<file path="config.mk">
export PLATFORM = sky130hd
export DESIGN_NAME = alu_sequencer
export DESIGN_NICKNAME = d
export VERILOG_FILES = /design/src/rtl/alu_sequencer.sv
export SDC_FILE = /design/constraint.sdc
export NUM_CORES = 1
export LEC_CHECK = 0
export BUFFER_PORTS_ARGS = -buffer_cell sky130_fd_sc_hd__buf_2
export CAP_MARGIN = 25
export CELL_PAD_IN_SITES_DETAIL_PLACEMENT = 1
export CELL_PAD_IN_SITES_GLOBAL_PLACEMENT = 1
export CORE_UTILIZATION = 40
export CTS_BUF_LIST = sky130_fd_sc_hd__clkbuf_4
export DETAILED_ROUTE_END_ITERATION = 10
export HOLD_SLACK_MARGIN = 0.02
export PLACE_DENSITY_LB_ADDON = 0.08
export SYNTH_ARGS = -nofsm -noshare
export SYNTH_HDL_FRONTEND = slang
export SYNTH_SLANG_ARGS = --single-unit
</file>
<file path="constraint.sdc">
create_clock -name clk -period 2.3 [get_ports clk]
set_input_delay 0.46 -clock clk [delete_from_list [all_inputs] [get_ports clk]]
set_output_delay 0.46 -clock clk [all_outputs]
set_load 0.02 [all_outputs]
</file>
<file path="src/rtl/alu_sequencer.sv">
// ============================================================================
//  Module      : alu_sequencer
//  Description : Four-phase (IDLE/READ/EXEC/WRITE) instruction sequencer
//                around an external combinational ALU, with a 2**AW x NBIT
//                register file (register 0 hard-wired to zero) and a
//                combinational debug read port.
//  Options     : define ALU_SEQ_ZFLAG_EN to build the zero-status flop;
//                otherwise z_flag is tied to 0.
//  Revision    : 1.0 - initial release
// ============================================================================
`default_nettype none

module alu_sequencer #(
    parameter int NBIT = 16,
    parameter int AW   = 3
) (
    input  logic            clk,
    input  logic            rst_n,
    input  logic            instr_valid,
    output logic            instr_ready,
    input  logic [3:0]      instr_fs,
    input  logic [AW-1:0]   instr_ra,
    input  logic [AW-1:0]   instr_rb,
    input  logic [AW-1:0]   instr_rd,
    output logic [NBIT-1:0] alu_a,
    output logic [NBIT-1:0] alu_b,
    output logic [3:0]      alu_fs,
    input  logic [NBIT-1:0] alu_result,
    output logic            done,
    output logic            z_flag,
    input  logic [AW-1:0]   dbg_addr,
    output logic [NBIT-1:0] dbg_data
);

    localparam int NREG = 2 ** AW;

    typedef enum logic [1:0] {
        S_IDLE  = 2'd0,
        S_READ  = 2'd1,
        S_EXEC  = 2'd2,
        S_WRITE = 2'd3
    } state_t;

    state_t          r_state;
    state_t          w_state_nxt;
    logic            w_ready;
    logic            w_done;
    logic            w_accept;
    logic            w_nowrite;
    logic            w_wr_en;

    logic [3:0]      r_fs;
    logic [AW-1:0]   r_ra;
    logic [AW-1:0]   r_rb;
    logic [AW-1:0]   r_rd;
    logic [NBIT-1:0] r_alu_a;
    logic [NBIT-1:0] r_alu_b;
    logic [3:0]      r_alu_fs;
    logic [NBIT-1:0] r_result;
    logic [NBIT-1:0] r_regs [NREG];

    logic [NBIT-1:0] w_rd_a;
    logic [NBIT-1:0] w_rd_b;

    assign w_accept = instr_valid && w_ready;

    // Function codes whose result must not be committed (compare/test style ops).
    assign w_nowrite = (r_fs == 4'b1000) || (r_fs == 4'b1001) || (r_fs == 4'b1010) ||
                       (r_fs == 4'b1101) || (r_fs == 4'b1110);

    // Register 0 is never written, so skip the write entirely when rd is 0.
    assign w_wr_en = (r_state == S_WRITE) && !w_nowrite && (r_rd != '0);

    // Register-file reads; register 0 always reads as zero.
    assign w_rd_a   = (r_ra == '0)     ? '0 : r_regs[r_ra];
    assign w_rd_b   = (r_rb == '0)     ? '0 : r_regs[r_rb];
    assign dbg_data = (dbg_addr == '0) ? '0 : r_regs[dbg_addr];

    assign instr_ready = w_ready;
    assign done        = w_done;
    assign alu_a       = r_alu_a;
    assign alu_b       = r_alu_b;
    assign alu_fs      = r_alu_fs;

    // State register.
    always_ff @(posedge clk or negedge rst_n) begin
        if (!rst_n) begin
            r_state <= S_IDLE;
        end else begin
            r_state <= w_state_nxt;
        end
    end

    // Next-state decode plus handshake/retire outputs.
    always_comb begin
        w_state_nxt = r_state;
        w_ready     = 1'b0;
        w_done      = 1'b0;
        case (r_state)
            S_IDLE: begin
                w_ready = 1'b1;
                if (instr_valid) begin
                    w_state_nxt = S_READ;
                end
            end
            S_READ:  w_state_nxt = S_EXEC;
            S_EXEC:  w_state_nxt = S_WRITE;
            S_WRITE: begin
                w_done      = 1'b1;
                w_state_nxt = S_IDLE;
            end
            default: w_state_nxt = S_IDLE;
        endcase
    end

    // Instruction capture, operand fetch and result capture.
    always_ff @(posedge clk or negedge rst_n) begin
        if (!rst_n) begin
            r_fs     <= '0;
            r_ra     <= '0;
            r_rb     <= '0;
            r_rd     <= '0;
            r_alu_a  <= '0;
            r_alu_b  <= '0;
            r_alu_fs <= '0;
            r_result <= '0;
        end else begin
            if (w_accept) begin
                r_fs <= instr_fs;
                r_ra <= instr_ra;
                r_rb <= instr_rb;
                r_rd <= instr_rd;
            end
            if (r_state == S_READ) begin
                r_alu_a  <= w_rd_a;
                r_alu_b  <= w_rd_b;
                r_alu_fs <= r_fs;
            end
            if (r_state == S_EXEC) begin
                r_result <= alu_result;
            end
        end
    end

    // Register file: commit at the end of WRITE, so same-cycle debug reads see the old value.
    always_ff @(posedge clk or negedge rst_n) begin
        if (!rst_n) begin
            for (int i = 0; i < NREG; i++) begin
                r_regs[i] <= '0;
            end
        end else if (w_wr_en) begin
            r_regs[r_rd] <= r_result;
        end
    end

`ifdef ALU_SEQ_ZFLAG_EN
    logic r_z;

    // Zero status follows every committing instruction, including rd = 0.
    always_ff @(posedge clk or negedge rst_n) begin
        if (!rst_n) begin
            r_z <= 1'b0;
        end else if ((r_state == S_WRITE) && !w_nowrite) begin
            r_z <= (r_result == '0);
        end
    end

    assign z_flag = r_z;
`else
    assign z_flag = 1'b0;
`endif

endmodule

`default_nettype wire

</file>
==> results.py <==
metrics = {
    "worst_setup_path": {
        "r2r_start": "r_ra[0]",
        "critPathRequiredTime_ns": 1.84,
        "r2r_cells": 5,
        "cp_max_fo": 2,
        "cp.arrival_ns": 1.82,
        "cp-start-kind": "flip-flop",
        "end_kind": "output pin",
        "critPathKind": "reg -> out",
        "critPathSlowestCell": "mux4_2",
        "max_stage_delay_ns": 0.47,
        "r2r_slack_ns": 0.22,
        "startpoint": "r_regs[1]",
        "crit_path_end": "dbg_data[1]",
        "r2r_end": "alu_a[12]",
        "path_cells": "mux4_2 > nand2_1 > o21ai_2 > buf_4",
    },
    "worst_hold_path": {
        "whs_path_depth": 2,
        "holdCritPathClass": "in -> reg",
    },
    "drt": {
        "drc": 0,
        "drt_iter0_drc": 540,
        "ant_nets": 0,
        "wirelength_um": 31100,
        "drt_pass1_iterations": 5,
        "viasPerCell": 5.75,
        "wl_per_cell_um": 25.1,
        "via_count": 7136,
    },
    "clock_network": {
        "h-tree-depth": 4,
        "cts.path.max_buffers": 2,
        "clock-sinks": 179,
        "cts_buffers": 17,
        "cts_root_buf": "clkbuf_4",
        "worstSkewPairLatency_ns": 0.58,
        "cts_tree": "yes",
        "path_clk_slew_ns": 0.16,
    },
    "global_routing": {
        "grt_pass1_wl_um": 46600,
        "gr-usage-met3_pct": 4.30,
        "grtUsageMet2_pct": 42.5,
        "grtUsageTotal_pct": 25.6,
        "grt_pass1_vias": 7513,
        "grt_max_degree": 51,
        "gr-usage-met1_pct": 34.6,
        "grt.busiest_layer": "met2",
        "antenna_found_initial": 1,
        "overflow": 0,
    },
    "yosys": {
        "ys_seq_area_share_pct": 46.0,
        "synthFlopType": "dfrtp_1",
        "avgSynthCellArea_um2": 13.4,
        "yosysTopAreaCellShare_pct": 46.0,
        "syn_area_mm2": 0.00974,
        "synthCells": 725,
        "synthArstFlopShare_pct": 100,
        "ys_warn_count": 0,
        "synth_area_leaders": "dfrtp_1 (46%), mux2_2 (14%), mux2_4 (11%), mux2i_1 (6.6%), mux4_2 (4.2%)",
        "synth_edf_count": 0,
        "synth_seq_cells": 179,
        "syn-num-nets": 764,
        "synth_cell_types": 36,
        "synth_top_area_cell": "dfrtp_1",
    },
    "floorplan": {
        "ioPinCount": 90,
        "die-height_um": 158,
        "fp-row-count": 56,
        "core-area_mm2": 0.0237,
        "die-area_mm2": 0.0250,
        "dieWidth_um": 158,
        "initial_core_util_pct": 41.1,
    },
    "timing": {
        "setup_violations": 0,
        "fin_crit_ns": 2.28,
        "fmax_ghz": 0.439,
        "tightest_slew_ns": 0.696,
        "rsz0062_at_grt": "yes",
        "fin_crit_sh_pct": 99.0,
        "finalHoldViolations": 0,
        "slew-limit-headroom_pct": 53.5,
        "clock_skew_ns": 0.0255,
        "drv_slew": 0,
    },
    "power": {
        "p_leak_nw": 5.38,
        "netSwitchingFraction_pct": 41.8,
        "p_seq_share_pct": 36.1,
        "combPwrFrac_pct": 53.6,
        "p_int_mw": 10.3,
        "peakVddDrop_v": 0.000732,
        "power.density_mw_per_mm2": 1490,
        "clkPwrFrac_pct": 10.3,
        "p_switching_mw": 7.37,
    },
    "final_layout": {
        "final_layout_size_suffix_gt1_share_pct": 52.6,
        "finalNonFillerCells": 1241,
        "area_delta_synth_final_pct": 21.5,
        "nets": 948,
        "utilization_pct": 50.0,
    },
    "place": {
        "place_inst": 1130,
        "place_congestion": 0.882,
        "hpwl_um": 19500,
        "portBuffers": 88,
    },
    "job": {
        "maxCapViolCount": 0,
    },
    "run_status": {
        "status": "completed",
    },
}
## critical path: cells and delay by family, from the launching register on
family,cells,cell delay (ns)
DFF,1,0.42
buffers and inverters,1,0.17
AOI/OAI and AO/OA,1,0.08
muxes,1,0.47
and+or+nand+nor,1,0.10
## how the worst min path moves through the flow
stage | end | slack [ns] | startpoint
6_report | r_result[9] | 0.09 | alu_result[9]
5_1_grt | r_fs[0] | 0.04 | instr_fs[0]
4_1_cts | r_result[9] | 0.04 | alu_result[9]
3_5_place_dp | r_regs[41] | 0.46 | rst_n
3_3_place_gp | r_regs[41] | 0.45 | rst_n
2_1_floorplan | alu_a[0] | 0.16 | rst_n
## power by group through the flow
stage | clock network [mW] | registers, mW | logic, mW
2_1_floorplan | 0 | 6.12 | 5.61
3_3_place_gp | 0 | 6.45 | 7.97
3_5_place_dp | 0 | 6.59 | 8.19
4_1_cts | 1.88 | 6.32 | 9.06
5_1_grt | 1.99 | 6.56 | 10.1
6_report | 1.82 | 6.37 | 9.45
## per-layer routing
| layer | part of all wire (%) | vias up |
|---|---|---|
| li1 | - | 3114 |
| met1 | 45 | 3784 |
| met2 | 49 | 205 |
| met3 | 4.2 | 33 |
| met4 | 1.6 | 0 |
| met5 | 0 | - |
## cell type report
class | instances | area, um^2
fillers | 2460 | 11800
multi-input cells | 485 | 4980
flip-flops and latches | 179 | 4480
repair buffers | 222 | 1680
well taps | 319 | 399
clock buffers | 19 | 143
clock inverters | 12 | 133
inverters | 4 | 15.0
diodes | 1 | 2.50
## flip-flops by register name, indices dropped and copies added, names as in the netlist
| signal | cells |
|---|---|
| r_rd | 3 |
| alu_a | 16 |
| alu_b | 16 |
| r_fs | 4 |
| r_rb | 3 |
| r_ra | 3 |
| alu_fs | 4 |
| r_regs | 112 |
| r_result | 16 |
| r_state | 2 |
## cell families (layout without fill, tap and decap cells)
group	count (synthesis)	after routing	synth area share, %
mux	276	276	35.9
flops	179	179	46.0
compound gates	126	126	9.77
simple gates	78	78	4.55
buf+inv	61	257	3.26
fa+ha+maj	4	4	0.514
other cells	1	2	0.0385
## repair_timing
item                                    4_1_cts  5_1_grt
endpoints found under the hold margin        45        0
gates resized for setup                      10       22
pin swaps                                     0        2
cloned                                        0        0
setup buffers                                50       28
endpoints found under the setup margin       16       16
hold buffers                                  1        0
## layout by cell type (no fill, tap or decap), drive strengths merged, types with 13 or more instances in the layout
cell	synthesis	routed
dfrtp	179	179
mux2i	64	64
nor2	32	32
nand2	23	23
a22oi	36	36
buf	29	221
a221oi	13	13
mux4	18	18
o21ai	18	18
o22a	20	20
mux2	194	194
o221ai	20	20
clkbuf	28	19
## stage by stage
step	hold WS, ns	worst slack (ns)	setup TNS [ns]	area, um^2	power, mW
floorplan	0.164	0.0620	0	9740	11.7
global placement	0.453	0.0428	0	10900	14.4
detailed placement	0.459	0.0129	0	10900	14.8
CTS	0.0436	-0.0469	-0.180	11600	17.3
global route	0.0413	-0.0649	-0.816	11800	18.6
finish	0.0901	0.0234	0	11800	17.6
## Yosys cell counts (all sizes together), types with 2 or more instances
library cell / instances
nor2b: 5
nand2b: 6
ha: 4
clkbuf: 28
o221ai: 20
nor2: 32
a221oi: 13
nor3: 4
mux2: 194
nor4b: 2
nand2: 23
o22a: 20
mux2i: 64
inv: 4
mux4: 18
o22ai: 6
and2: 2
buf: 29
dfrtp: 179
o21ai: 18
a21oi: 10
a22oi: 36
(Power assumes the default switching activity.)
